$ cat config.mk
export PLATFORM = sky130hd
export DESIGN_NAME = comparator_arbiter
export DESIGN_NICKNAME = d
export VERILOG_FILES = /design/src/rtl/comparator_arbiter.sv
export SDC_FILE = /design/constraint.sdc
export NUM_CORES = 1
export LEC_CHECK = 0
export CAP_MARGIN = 20
export CORE_ASPECT_RATIO = 0.9
export CORE_MARGIN = 4
export CORE_UTILIZATION = 37
export CTS_BUF_LIST = sky130_fd_sc_hd__clkbuf_8
export CTS_CLUSTER_SIZE = 12
export DETAILED_ROUTE_END_ITERATION = 16
export GPL_TIMING_DRIVEN = 0
export PLACE_DENSITY = 0.81
export SLEW_MARGIN = 20
export SYNTH_ARGS = -nofsm -noshare
export SYNTH_HDL_FRONTEND = slang
export SYNTH_SLANG_ARGS = --single-unit
$ cat constraint.sdc
create_clock -name clk -period 4.75 [get_ports clk]
set_input_delay 1.1875 -clock clk [delete_from_list [all_inputs] [get_ports clk]]
set_output_delay 1.1875 -clock clk [all_outputs]
set_load 0.005 [all_outputs]
$ cat src/rtl/comparator_arbiter.sv
// Two-requester compare service sharing one comparator, round-robin grant.
// Ports: clk/reset; reqN_* request handshakes; respN_* one-entry response
//   buffers; conflict_count saturating contention-cycle counter.
package comparator_pkg;
   typedef logic [31:0] word_t;
   typedef enum logic [1:0] {
      C_EQ   = 2'd0,
      C_LT   = 2'd1,
      C_LTU  = 2'd2,
      C_NONE = 2'd3
   } ComparatorOp;
endpackage

// alu_comparator: combinational compare.
// Ports: op, a, b in; result (compare outcome), err (op was C_NONE).
module alu_comparator
   import comparator_pkg::*;
(
   input  ComparatorOp op,
   input  word_t       a,
   input  word_t       b,
   output logic        result,
   output logic        err
);
   always_comb begin
      result = 1'b0;
      err    = 1'b0;
      unique case (op)
         C_EQ:   result = (a == b);
         C_LT:   result = ($signed(a) < $signed(b));
         C_LTU:  result = (a < b);
         C_NONE: err    = 1'b1;
      endcase
   end
endmodule

module comparator_arbiter
   import comparator_pkg::*;
#(
   parameter int TAG_W = 4
) (
   input  logic             clk,
   input  logic             reset,
   input  logic             req0_valid,
   output logic             req0_ready,
   input  ComparatorOp      req0_op,
   input  word_t            req0_a,
   input  word_t            req0_b,
   input  logic [TAG_W-1:0] req0_tag,
   input  logic             req1_valid,
   output logic             req1_ready,
   input  ComparatorOp      req1_op,
   input  word_t            req1_a,
   input  word_t            req1_b,
   input  logic [TAG_W-1:0] req1_tag,
   output logic             resp0_valid,
   input  logic             resp0_ready,
   output logic             resp0_out,
   output logic             resp0_err,
   output logic [TAG_W-1:0] resp0_tag,
   output logic             resp1_valid,
   input  logic             resp1_ready,
   output logic             resp1_out,
   output logic             resp1_err,
   output logic [TAG_W-1:0] resp1_tag,
   output logic [15:0]      conflict_count
);
   logic        elig0;
   logic        elig1;
   logic        grant0;
   logic        grant1;
   logic        last_grant;
   logic        sel;
   logic        sel_q;
   ComparatorOp cmp_op;
   word_t       cmp_a;
   word_t       cmp_b;
   logic        cmp_res;
   logic        cmp_err;

   // A requester may issue if its buffer is empty or draining this cycle.
   assign elig0 = req0_valid && (!resp0_valid || resp0_ready);
   assign elig1 = req1_valid && (!resp1_valid || resp1_ready);

   // last_grant==1 means requester 0 wins the next contention.
   assign grant0 = !reset && elig0 && (!elig1 || last_grant);
   assign grant1 = !reset && elig1 && (!elig0 || !last_grant);

   assign req0_ready = grant0;
   assign req1_ready = grant1;

   // Select holds its last value when idle to avoid needless toggling.
   assign sel = grant1 ? 1'b1 : (grant0 ? 1'b0 : sel_q);

   assign cmp_op = sel ? req1_op : req0_op;
   assign cmp_a  = sel ? req1_a  : req0_a;
   assign cmp_b  = sel ? req1_b  : req0_b;

   alu_comparator u_cmp (
      .op     (cmp_op),
      .a      (cmp_a),
      .b      (cmp_b),
      .result (cmp_res),
      .err    (cmp_err)
   );

   always_ff @(posedge clk or posedge reset) begin
      if (reset) begin
         sel_q      <= 1'b0;
         last_grant <= 1'b1;
      end else begin
         sel_q <= sel;
         if (grant0)
            last_grant <= 1'b0;
         else if (grant1)
            last_grant <= 1'b1;
      end
   end

   always_ff @(posedge clk or posedge reset) begin
      if (reset) begin
         resp0_valid <= 1'b0;
         resp0_out   <= 1'b0;
         resp0_err   <= 1'b0;
         resp0_tag   <= '0;
      end else if (grant0) begin
         resp0_valid <= 1'b1;
         resp0_out   <= cmp_res;
         resp0_err   <= cmp_err;
         resp0_tag   <= req0_tag;
      end else if (resp0_valid && resp0_ready) begin
         resp0_valid <= 1'b0;
      end
   end

   always_ff @(posedge clk or posedge reset) begin
      if (reset) begin
         resp1_valid <= 1'b0;
         resp1_out   <= 1'b0;
         resp1_err   <= 1'b0;
         resp1_tag   <= '0;
      end else if (grant1) begin
         resp1_valid <= 1'b1;
         resp1_out   <= cmp_res;
         resp1_err   <= cmp_err;
         resp1_tag   <= req1_tag;
      end else if (resp1_valid && resp1_ready) begin
         resp1_valid <= 1'b0;
      end
   end

   always_ff @(posedge clk or posedge reset) begin
      if (reset)
         conflict_count <= '0;
      else if (elig0 && elig1 && conflict_count != 16'hFFFF)
         conflict_count <= conflict_count + 16'd1;
   end
endmodule

==> summary.md, run 1 <==
| Metric | Value |
|---|---|
| Outcome | completed |
| PnR worst setup slack | about 0.13 ns |
| Nets | 684 |
| Max stage delay on crit path | 0.56 ns |
| Cell Rows | 30 |
| Final std cells w/o fill | 602 |
| DRT antenna net count | 0 |
| Max-cap violation count | 0 |
| CTS Sinks | 32 |
| Root Driver | clkbuf_8 |
| Cell Area, Synth | 2838 um2 |
| Detail Placement HPWL | roughly 7.7 mm |
| Hold Path Class | flop to flop |
| #FFs+latches synth | 32 |
| Syn_area_per_cell | 9.619 um2 |
| Rel. slew slack | 0.5065 |
| H-tree Lvls | 2 |
| Clk pwr share | 0.169 |
| Clock latency on the worst-skew pair | 0.29 ns |
| CTS max path bufs | 2 |
| Setup crit end kind | flop |
| PwrDens | 302.4 nW/um2 |
| PortBufs | around 180 |
| Worst path bufs/invs | 4 |
| DRT iter0 DRCs | between 60 and 70 |
| First-pass GRT wire length | 16.07 mm |
| Vias in the first global route | 3326 |
| Worst-Margin Slew | ~0.74 ns |
| Final Hold Fails | 0 |
| Clock transition at path regs | 0.07 ns |
| GR Util All Layers | 0.2169 |
| Initial core utilization | 0.3780 |
| Placed inst area | 4836 um2 |
| Clock Skew | 0.006877 ns |
| CP Data Required Time | 4.95 ns |
| Max Fclk | 0.2163 GHz |
| Sequential area share after synthesis | 0.2826 |
| Pre-antenna DRT Iters | 4 |
| Pint | 0.001127 W |
| Switching portion of total power | 0.3345 |
| Drt drc | 0 |
| Core box area | between 7000 and 8000 um2 |
| Post-route cell area | 5600 um2 |
| Die width | approximately 100 um |
| Synth-to-layout area growth | 97.35% |
| Leading area contributor after synthesis | dfrtp_1 |
| Die H | 91.08 um |
| Sequential share of power | 0.224 |
| Lkg Pwr | between 2 and 2.5 nW |
| Die Footprint | just over 9000 um2 |
| Slowest CP cell | or4b_4 |
| Comb pwr share | 0.607 |
| Antenna violations before repair | 0 |
| Crit path max fanout | 8 |
| Worst-path cell chain | dlygate4sd2_1, and3b_2, o21a_1, or2_4, buf_12, buf_12, buf_4, mux2_4, ha_4, and2_4, nand4_1, nor4_4, o41a_4, nor3_2, or4b_4, a31oi_4 |
| GP Congestion | 0.8424 |
| CTS tree | yes |
| Syn Inst Count | 295 |
| Most frequent CP cell | buf_12 |
| CP arrival | 4.83 ns |
| DP Cell Count | 568 |
| I/O pin count | between 150 and 200 |
| Top_reg_cell synth | dfrtp_1 |
| # setup viols final | 0 |
| Most numerous cell in the Yosys netlist | nand2_1 |
| Async S/R FF share, synth | 1.000 |
| Crit-path leading delay family | simple AND/OR/NAND/NOR gates |
| Final core utilization | 0.7460 |
| Final min period | between 4 and 5 ns |
| WL final | 10.36 mm |
| Share of the synthesized area in the top cell type | 0.2734 |
| Diode count | 0 |
| Routed WL per cell | approximately 17 um |
| Synthesized Nets | 474 |
| Fin. max-slew vios | 0 |
| Library cells used by synthesis | 44 |
| Period utilisation layout | 0.9734 |
| Layout cells sized above 1 | 0.2609 |
| Synth warn | 0 |
| Worst VDD drop | approximately 0.14 mV |
| Setup CP Type | primary input to flop |
| CP Launch Type | primary input |
| Synth top area cells | dfrtp_1, ha_1, mux2_2 |
| TritonCTS buffer count | 5 |
| Setup WS pre-CTS | -1.319 ns |
| EDFF count, synth | 0 |
| Commonest cells in the netlist | nand2_1, ha_1, mux2i_1 |
| Largest net degree at the start of global routing | 18 |
| Sw Pwr | 0.0005665 W |
| Avg Vias per Cell | 5.174 |
| Vias | 3115 |
| Grt total ovfl | 0 |
==> cell usage in the layout (no fill, tap or decap), types with 2 or more instances in the layout <==
master and instances:
nor4_4 2, xor2_1 2, mux2_4 9, o21a_1 2
clkdlybuf4s50_1 172, nand2b_4 2, buf_6 2, o211ai_1 5
xnor2_1 13, o21ai_2 2, mux2i_1 23, a21oi_2 3
mux2_2 24, and4_1 6, a31oi_1 2, nand3_1 9
ha_4 17, o21ai_0 7, clkbuf_8 7, nand3_4 2
nand4_1 10, and3_1 2, mux2i_4 2, buf_2 2
dfrtp_1 31, mux2i_2 7, nor2_1 5, buf_12 4
a21oi_1 11, nand2_1 45, buf_4 25, dlygate4sd2_1 3
ha_1 16
==> worst min-delay path, stage by stage, from the launching register on <==
cell     delay [ns]
dfrtp_1        0.34
nand2_1        0.05
nand2_1        0.05
==> what timing repair did <==
action	4_1_cts	5_1_grt
pin swaps	22	16
gates resized for setup	45	37
hold buffers	0	0
gates cloned	2	0
setup buffers	18	8
setup endpoints to repair	3	2
==> kinds of logic (layout without fill, tap and decap cells) <==
family          count (synthesis)  count (layout)  share of synthesized area
compound gates                 40              40                    0.08818
xor+xnor                       15              15                    0.04630
fa+ha+maj                      33              33                     0.1455
buf+inv                        15             226                    0.02381
flops                          32              32                     0.2826
mux                            65              65                     0.2438
simple gates                   95              95                     0.1698
==> per-layer routing <==
metal  up-vias  track usage  routed length, um  part of all wire
met5         -            0                  0                 0
met4         0      0.04826                153             0.015
met3        11      0.04224                729             0.070
met2       117       0.3874               5321              0.51
met1      1469       0.2669               4159              0.40
li1       1518            -                  -                 -
==> state kept, by name (all words and copies together), names as in the netlist <==
register	cells
conflict_count	16
resp0_out	1
resp1_tag	4
sel_q	1
resp1_valid	1
resp0_valid	1
resp0_err	1
resp1_out	1
resp0_tag	4
resp1_err	1
last_grant	1
==> final timing paths <==
path	from	to	slack [ns]	cells after the start
setup reg to reg	last_grant	resp1_out	0.75	15
hold reg to reg	resp0_err	resp0_err	0.48	2
max in group asynchronous	reset	last_grant	3.35	2
min in group asynchronous	reset	resp1_tag[1]	0.96	3
setup / recovery	req1_valid	resp1_out	0.13	16
hold / removal	resp0_err	resp0_err	0.48	2
==> stage by stage <==
| step | power (W) | TNS [ns] | hold WS (ns) |
|---|---|---|---|
| final | 0.001693 | 0 | 0.4770 |
| after CTS | 0.001578 | 0 | 0.4788 |
| after floorplan | 0.0008288 | -0.2447 | 0.4628 |
| after global placement | 0.001144 | -2.835 | 0.4587 |
| after global routing | 0.001806 | -0.001122 | 0.4845 |
| after detailed placement | 0.001166 | -3.015 | 0.4633 |
==> power by group through the flow <==
stage / clock network (W) / logic, W / registers [W]
2_1_floorplan: 0 / 0.000448 / 0.000380
3_3_place_gp: 0 / 0.000767 / 0.000377
3_5_place_dp: 0 / 0.000785 / 0.000381
4_1_cts: 0.000291 / 0.000908 / 0.000379
5_1_grt: 0.000303 / 0.00112 / 0.000388
6_report: 0.000286 / 0.00103 / 0.000380
==> final cells by class <==
cell class	count	area, um2
multi-input combinational	248	2414
timing repair buffer	204	2009
fill	519	1907
sequential	32	802.0
tap	96	120.1
buffer	9	100.1
clock buffer	7	96.34
clock inverter	1	30.03
inverter	4	23.77
timing repair inverter	1	5.005
(Power assumes the default switching activity.)
==> run 2: changes to the inputs <==
- CAP_MARGIN: 20 -> 30
==> results of run 2 <==
The final DEF is identical to that of run 1; final timing and power are the same.
==> run 3: changes to the inputs <==
- CORE_UTILIZATION: 37 -> 38
- PLACE_DENSITY: 0.81 -> 0.83
==> run 3 against run 2 <==
Against the previous run:
- total power down 9.9%
- maximum frequency is 0.46% lower
- sequential cell count stayed put
- non-clock buffer count decreased by 4
- clock power shrank 34%
- via count grew 1.2%
- setup slack got worse by 0.021 ns
- final area is 4.2% lower
- routed wire length up 5.8%
- count of clock-buffer cells in the layout shrank 2
- sequential share of layout area increased by 0.63 points
- worst hold slack worse by 0.0032 ns
- critical path type unchanged
==> summary.md, run 3 (synthesis gave the netlist of run 1 again) <==
| Metric | Value |
|---|---|
| Outcome | completed |
| Hold path cells | 2 (unchanged) |
| Nets | 680 (-0.58%) |
| Storage element area | 802.0 um2 (unchanged) |
| Total Power | 0.001525 W (-9.9%) |
| Setup WS pre-CTS | -1.350 ns (-0.03058 ns) |
| Max FFs per register | 16 (unchanged) |
| Layout cells sized above 1 | 0.2196 (-0.04131) |
| Avg Vias per Cell | 5.306 (+2.6%) |
| Sequential share of power | 0.249 (+0.025) |
| I/O pin count | 178 (unchanged) |
| CTS tree | yes |
| Setup crit end kind | flop |
| PnR worst setup slack | 0.1049 ns (-0.02132 ns) |
| DRT antenna net count | 0 (unchanged) |
| Vias in the first global route | 3289 (-1.1%) |
| Crit path max fanout | 5 (-3) |
| Final Hold Fails | 0 (unchanged) |
| First-pass GRT wire length | 16.72 mm (+4.0%) |
| Antenna violations before repair | 0 (unchanged) |
| Initial core utilization | 0.3970 (+0.01899) |
| CTS Sinks | 32 (unchanged) |
| Setup slack, reg-to-reg | 0.69 ns (-0.06 ns) |
| Period utilisation layout | 0.9779 (+0.004489) |
| Final min period | 4.645 ns (+0.02133 ns) |
| Vias | 3152 (+1.2%) |
| Sw Pwr | 0.0005327 W (-6.0%) |
| Hold Path Class | flop to flop |
| Final core utilization | 0.7506 (+0.004569) |
| CP arrival | 4.84 ns (about the same) |
| Max Fclk | 0.2153 GHz (-0.46%) |
| PortBufs | 177 (unchanged) |
| Switching portion of total power | 0.3493 (+0.01474) |
| Commonest non-fill, non-tap cell in the layout | clkdlybuf4s50_1 |
| Worst VDD drop | 0.1316 mV (-2.6%) |
| # setup viols final | 0 (unchanged) |
| Most frequent cells in the layout | clkdlybuf4s50_1, nand2_1, dfrtp_1, mux2_2, mux2i_1 |
| DRT iter0 DRCs | 103 (+49%) |
| Clock latency on the worst-skew pair | 0.28 ns (about the same) |
| Die width | 99.09 um (-1.2%) |
| Detail Placement HPWL | 8.314 mm (+8.2%) |
| H-tree Lvls | 2 (unchanged) |
| Clk pwr share | 0.124 (-0.045) |
| Cells on worst reg2reg path | 14 (-1) |
| Drt drc | 0 (unchanged) |
| Comb pwr share | 0.627 (+0.020) |
| Pint | 0.0009924 W (-12%) |
| Grt total ovfl | 0 (unchanged) |
| DP Cell Count | 565 (-0.53%) |
| Final std cells w/o fill | 594 (-1.3%) |
| Worst r2r src | last_grant |
| Root Driver | clkbuf_8 |
| CP Launch Type | primary input |
| Fin. max-slew vios | 0 (unchanged) |
| Top reg by flops | conflict_count |
| GP Congestion | 0.8763 (+4.0%) |
| Max-cap violation count | 0 (unchanged) |
| Lkg Pwr | 2.316 nW (-2.3%) |
| Min-delay src | resp0_tag[0] |
| CP Data Required Time | 4.95 ns (about the same) |
| GR Util All Layers | 0.2312 (+0.01430) |
| Synth-to-layout area growth | 89.07% |
| Top Registers | conflict_count: 16 flops, resp0_tag: 4 flops, resp1_tag: 4 flops |
| Die Footprint | 8916 um2 (-2.4%) |
| WL final | 10.97 mm (+5.8%) |
| CTS max path bufs | 2 (unchanged) |
| Cell Rows | 29 (-3.3%) |
| PwrDens | 284.3 nW/um2 (-6.0%) |
| Diode count | 0 (unchanged) |
| Fillers | 461 (-11%) |
| Crit path launch | req1_valid |
| Rel. slew slack | 0.4809 (-0.02560) |
| Clock Skew | 0.004508 ns (-0.002369 ns) |
| Final hold slack | 0.4738 ns (-0.003248 ns) |
| TritonCTS buffer count | 5 (unchanged) |
| Clock transition at path regs | 0.06 ns (about the same) |
| Core box area | 7148 um2 (-4.8%) |
| Routed WL per cell | 18.47 um (+7.3%) |
| Die H | 89.98 um (-1.2%) |
| Worst-Margin Slew | 0.7743 ns (+0.03819 ns) |
| Multi-input gate area | 2268 um2 (-6.0%) |
| Largest net degree at the start of global routing | 18 (unchanged) |
| Setup CP Type | primary input to flop |
| Pre-antenna DRT Iters | 4 (unchanged) |
run 3: per-stage QoR:
| step | area (um2) | TNS (ns) |
|---|---|---|
| final | 5365 | 0 |
| after detailed placement | 4832 | -3.115 |
| after global placement | 4832 | -2.885 |
| after global routing | 5365 | -0.08640 |
| after floorplan | 2944 | -0.2447 |
| after CTS | 5239 | 0 |
run 3: cell type report:
cell class,count,share of cell area
timing repair buffer,199,0.3678
tap,93,0.02169
multi-input combinational,248,0.4228
inverter,4,0.003965
clock buffer,5,0.01283
buffer,10,0.01889
clock inverter,2,0.001632
sequential,32,0.1495
timing repair inverter,1,0.0009328
run 3: worst paths after layout:
check	to
hold reg to reg	resp0_tag[0]
max in group asynchronous	conflict_count[4]
min in group asynchronous	conflict_count[11]
setup / recovery	resp0_out
hold / removal	resp0_tag[0]
setup reg to reg	resp0_out
run 3: worst max-delay path, stage by stage:
cell             delay [ns]
clkdlybuf4s15_1        0.24
and3b_2                0.26
o21a_1                 0.18
or2_4                  0.29
buf_8                  0.15
bufbuf_16              0.26
mux2_4                 0.30
ha_4                   0.24
and2_4                 0.13
a221o_1                0.34
a221oi_2               0.29
o21ai_1                0.18
o21ai_2                0.14
or4b_4                 0.50
a31oi_1                0.14
run 3: timing repair:
| item | CTS | global route |
|---|---|---|
| pin swaps | 15 | 12 |
| gates resized for setup | 33 | 22 |
| hold buffers | 0 | 0 |
| setup endpoints to repair | 3 | 2 |
| gates cloned | 3 | 0 |
| buffers inserted | 16 | 4 |
run 3: layer usage:
layer | up-vias | part of all wire | track usage
met4 | 0 | 0.023 | 0.05688
met2 | 131 | 0.52 | 0.4178
met5 | - | 0 | 0
li1 | 1509 | - | -
met3 | 20 | 0.061 | 0.04257
met1 | 1492 | 0.39 | 0.2802
run 3: power groups by stage:
| stage | registers (W) | clock network (W) | logic (W) |
|---|---|---|---|
| CTS | 0.000380 | 0.000195 | 0.000899 |
| global route | 0.000390 | 0.000210 | 0.00103 |
| global placement | 0.000379 | 0 | 0.000767 |
| finish | 0.000380 | 0.000189 | 0.000956 |
| detailed placement | 0.000381 | 0 | 0.000788 |
| floorplan | 0.000380 | 0 | 0.000448 |
